===== config.mk =====
export PLATFORM = sky130hd
export DESIGN_NAME = btn_conditioner
export DESIGN_NICKNAME = d
export VERILOG_FILES = /design/src/rtl/btn_cond_defs_pkg.sv /design/src/rtl/btn_debounce_ch.sv /design/src/rtl/btn_conditioner.sv
export SDC_FILE = /design/constraint.sdc
export NUM_CORES = 1
export LEC_CHECK = 0
export CAP_MARGIN = 20
export CORE_UTILIZATION = 64
export DETAILED_ROUTE_END_ITERATION = 10
export PLACE_DENSITY = 0.84
export SYNTH_ARGS = -nofsm -noshare
export SYNTH_HDL_FRONTEND = slang
export SYNTH_SLANG_ARGS = --single-unit

===== constraint.sdc =====
create_clock -name CLK -period 8.7 [get_ports CLK]
set_clock_uncertainty 0.2 [all_clocks]
set_input_delay 1.74 -clock CLK [delete_from_list [all_inputs] [get_ports CLK]]
set_output_delay 1.74 -clock CLK [all_outputs]
set_load 0.02 [all_outputs]

===== src/rtl/btn_cond_defs_pkg.sv =====
// Shared definitions for the push-button conditioner: FSM state codes and default debounce time.
package btn_cond_defs;

   localparam logic [1:0] ST_IDLE      = 2'd0;
   localparam logic [1:0] ST_ARMING    = 2'd1;
   localparam logic [1:0] ST_PRESSED   = 2'd2;
   localparam logic [1:0] ST_DISARMING = 2'd3;

   // 10 ms at 12 MHz
   localparam int DEBOUNCE_CYCLES_DEFAULT = 120000;

endpackage


===== src/rtl/btn_debounce_ch.sv =====
// One button channel: 2-flop synchroniser, debounce FSM with stability counter, level and strobes.
module btn_debounce_ch
   import btn_cond_defs::*;
#(
   parameter int DEBOUNCE_CYCLES = DEBOUNCE_CYCLES_DEFAULT,
   parameter int CNT_W           = 17
) (
   input  logic       i_clk,
   input  logic       i_rst,
   input  logic       i_raw,
   output logic       o_level,
   output logic       o_press,
   output logic       o_rel,
   output logic [1:0] o_state
);

   localparam logic [CNT_W-1:0] LP_CNT_LAST = CNT_W'(DEBOUNCE_CYCLES - 1);

   logic             r_sync1;
   logic             r_sync2;
   logic [1:0]       r_state;
   logic [CNT_W-1:0] r_cnt;
   logic             r_level;
   logic             r_press;
   logic             r_rel;

   always_ff @(posedge i_clk or posedge i_rst) begin
      if (i_rst) begin
         r_sync1 <= 1'b0;
         r_sync2 <= 1'b0;
      end else begin
         r_sync1 <= i_raw;
         r_sync2 <= r_sync1;
      end
   end

   // Strobes default low each cycle so they can only ever last one clock.
   always_ff @(posedge i_clk or posedge i_rst) begin
      if (i_rst) begin
         r_state <= ST_IDLE;
         r_cnt   <= '0;
         r_level <= 1'b0;
         r_press <= 1'b0;
         r_rel   <= 1'b0;
      end else begin
         r_press <= 1'b0;
         r_rel   <= 1'b0;
         case (r_state)
            ST_IDLE: begin
               if (r_sync2) begin
                  r_state <= ST_ARMING;
                  r_cnt   <= '0;
               end
            end
            ST_ARMING: begin
               if (!r_sync2) begin
                  r_state <= ST_IDLE;
               end else if (r_cnt == LP_CNT_LAST) begin
                  r_state <= ST_PRESSED;
                  r_level <= 1'b1;
                  r_press <= 1'b1;
               end else begin
                  r_cnt <= r_cnt + 1'b1;
               end
            end
            ST_PRESSED: begin
               if (!r_sync2) begin
                  r_state <= ST_DISARMING;
                  r_cnt   <= '0;
               end
            end
            ST_DISARMING: begin
               if (r_sync2) begin
                  r_state <= ST_PRESSED;
               end else if (r_cnt == LP_CNT_LAST) begin
                  r_state <= ST_IDLE;
                  r_level <= 1'b0;
                  r_rel   <= 1'b1;
               end else begin
                  r_cnt <= r_cnt + 1'b1;
               end
            end
            default: begin
               r_state <= ST_IDLE;
            end
         endcase
      end
   end

   assign o_level = r_level;
   assign o_press = r_press;
   assign o_rel   = r_rel;
   assign o_state = r_state;

endmodule


===== src/rtl/btn_conditioner.sv =====
// Stopwatch push-button front end: NUM_BTN fully independent debounce channels.
module btn_conditioner
   import btn_cond_defs::*;
#(
   parameter int NUM_BTN         = 4,
   parameter int DEBOUNCE_CYCLES = DEBOUNCE_CYCLES_DEFAULT,
   parameter int CNT_W           = 17
) (
   input  logic                 CLK,
   input  logic                 rst,
   input  logic [NUM_BTN-1:0]   btn_raw,
   output logic [NUM_BTN-1:0]   btn_level,
   output logic [NUM_BTN-1:0]   btn_press,
   output logic [NUM_BTN-1:0]   btn_rel,
   output logic [2*NUM_BTN-1:0] dbg_state
);

   for (genvar g = 0; g < NUM_BTN; g++) begin : g_ch
      btn_debounce_ch #(
         .DEBOUNCE_CYCLES (DEBOUNCE_CYCLES),
         .CNT_W           (CNT_W)
      ) u_ch (
         .i_clk   (CLK),
         .i_rst   (rst),
         .i_raw   (btn_raw[g]),
         .o_level (btn_level[g]),
         .o_press (btn_press[g]),
         .o_rel   (btn_rel[g]),
         .o_state (dbg_state[2*g +: 2])
      );
   end

endmodule

==> impl_metrics.yaml <==
logic_synthesis:
  synth_area_leader_cell: "dfrtp_1"
  syn_nets: 497
  ys.flop_type: "dfrtp_1"
  syn_inst: 487
  ys_ff_latch: 96
  synthTopCellsByCount: "dfrtp_1, nand2_1, nor2_1"
  yosysMostFrequentCell: "dfrtp_1"
  synthesis.area_um2: 4830
  synthTopCellsByArea: "dfrtp_1, xor2_1, nand2_1"
  ys.warnings.count: 0
  ys_types: 64
  async_flop_share_pct: 100
  yosysSeqAreaShare_pct: 49.7
  synth-edff-count: 0
  synth.avg_cell_area_um2: 9.93
  netlist.area_leader.share_pct: 49.7
finish:
  drive_gt1_share_pct: 8.84
  diodes: 0
  finalNetCount: 514
  fill_cells: 555
  fin_cells: 608
  syn_to_final_growth_pct: 9.91
placed_design:
  post-place-ws_ps: 5200
  gp_congestion: 0.871
  hpwl_um: 6400
  dp.cells: 592
  portBuffers: 25
timing:
  fin_crit_ps: 3570
  worst_pin_slew_ps: 724
  relSlewSlack_pct: 51.5
  final_hold_viol_count: 0
  finalSetupTns_ps: 0
  rsz0062_at_grt: "false"
  final.period_utilization_pct: 41.1
  setup_violations: 0
  timing.fmax_mhz: 280
  slew_violations: 0
  whs_ps: 155
  fin_ws_ps: 5130
floorplanning:
  coreArea_um2: 7290
  io_pins: 26
  die_area_um2: 7910
  die_x_um: 88.9
  rows: 31
  start_util_pct: 66.3
  die_height_um: 88.9
setup_path:
  critPathTopFamily: "buffers and inverters"
  crit_path_end_kind: "primary output"
  cp-start-kind: "register"
  setup.worst_path.class: "reg -> out"
  timing.rr.start: "g_ch[0].u_ch.r_cnt[11]"
  cp_max_fo: 14
  cpPeakStageDelay_ps: 690
  arrival_ps: 1630
  required_ps: 6760
  path_cells: "clkdlybuf4s50_1"
  critPathLaunch: "g_ch[0].u_ch.o_state[0]"
  critPathSlowestCell: "clkdlybuf4s50_1"
  path_buf_inv: 1
routing:
  routedWlPerCell_um: 15.4
  avgViaCountPerCell: 6.08
  drt_wl_total_um: 9370
  drc: 0
  postRouteAntennaNets: 0
  drt_iter0_drc: 230
  vias: 3699
  drt_pass1_iterations: 4
power_and_ir_drop:
  power.switching_uw: 210
  power_leakage_nw: 2.34
  power_density_nw_per_um2: 160
  p_seq_share_pct: 55.8
  power.share.clock_pct: 38.3
  pwr-share-comb_pct: 5.9
  internal_power_uw: 642
  vdd_drop_max_v: 0.000143
  switching_share_pct: 24.6
clock_network:
  cts_root_buffer: "clkbuf_8"
  cts-resized-gates: 0
  holdBufCountCts: 0
  cts_sinks: 96
  cts_tree: "yes"
  clk_latency_ps: 370
  htreeDepth: 3
  postCtsSetupRepairBufs: 0
  numCtsBuffers: 9
  clk_transition_reported_paths_ps: 90
  clockBufferDepth: 2
min_path:
  min_from: "g_ch[0].u_ch.r_sync1"
  hold_class: "reg -> reg"
global_route:
  track_usage_pct: 25.4
  antenna_found_initial: 0
  grt.overflow.total: 0
  grt_max_degree: 61
  grt_first_pass_wirelength_um: 15400
  grt_pass1_vias: 3397
flow_run:
  cap_violations: 0
outcome:
  status: "finished clean"
power by group through the flow:
stage               clock network, mW  logic (mW)  registers (mW)
finish                          0.326      0.0499           0.475
global route                    0.349      0.0564           0.478
CTS                             0.331      0.0508           0.475
detailed placement                  0      0.0508           0.483
global placement                    0      0.0483           0.482
floorplan                           0      0.0372           0.479
metrics by stage:
stage / utilization, % / total power [mW] / area [um2]
floorplan: - / 0.516 / 4830
global placement: 69.8 / 0.531 / 5090
detailed placement: 69.8 / 0.534 / 5090
CTS: 72.9 / 0.857 / 5310
global route: 72.9 / 0.883 / 5310
finish: 72.9 / 0.851 / 5310
placed cells by master (no fill, tap or decap), drive strengths merged, types with 15 or more instances in the layout:
| cell type | synthesis | routed |
|---|---|---|
| nor3 | 15 | 15 |
| xor2 | 28 | 28 |
| o21ai | 32 | 32 |
| nor2 | 46 | 46 |
| nand2 | 57 | 57 |
| nand3 | 36 | 36 |
| clkdlybuf4s50 | 0 | 25 |
| nand4 | 20 | 20 |
| dfrtp | 96 | 96 |
cells by family after synthesis:
| logic type | after synthesis | synth area share (%) |
|---|---|---|
| fa+ha+maj | 4 | 1.04 |
| xor+xnor | 34 | 6.31 |
| simple gates | 239 | 27.4 |
| buf+inv | 29 | 3.47 |
| flops | 96 | 49.7 |
| mux | 6 | 1.32 |
| compound gates | 79 | 10.8 |
area by class of cell:
cell class | count | area (um2) | share of cell area (%)
multi-input cells | 362 | 2260 | 42.6
clock inverters | 7 | 101 | 1.91
flip-flops and latches | 96 | 2400 | 45.2
inverters | 8 | 32.5 | 0.612
well taps | 99 | 124 | 2.33
repair buffers | 27 | 265 | 4.99
clock buffers | 9 | 124 | 2.33
sequential cells by signal, indices dropped and copies added, names as in the netlist, named ones only:
signal	cells
g_ch.u_ch.o_state	4
g_ch.u_ch.o_level	4
g_ch.u_ch.r_sync2	4
g_ch.u_ch.o_press	4
g_ch.u_ch.o_rel	4
g_ch.u_ch.r_sync1	4
g_ch.u_ch.r_cnt	68
metal layers:
| layer | up-vias | global-route usage [%] | share of wire (%) | wire [um] |
|---|---|---|---|---|
| met5 | - | 0 | 0 | 0 |
| met4 | 0 | 10.3 | 1.2 | 114 |
| met3 | 9 | 3.97 | 4.6 | 428 |
| met2 | 93 | 41.5 | 48 | 4510 |
| met1 | 1808 | 34.2 | 46 | 4320 |
| li1 | 1789 | - | - | - |
worst paths after layout:
check / slack, ps / depth (start not counted) / end
max reg2reg: 6380 / 4 / g_ch[0].u_ch.o_press
max in group asynchronous: 5680 / 3 / g_ch[2].u_ch.o_state[0]
min: 150 / 0 / g_ch[0].u_ch.r_sync2
min reg2reg: 150 / 0 / g_ch[0].u_ch.r_sync2
max: 5130 / 1 / dbg_state[0]
min in group asynchronous: 1530 / 2 / g_ch[2].u_ch.o_press
(Power assumes the default switching activity.)
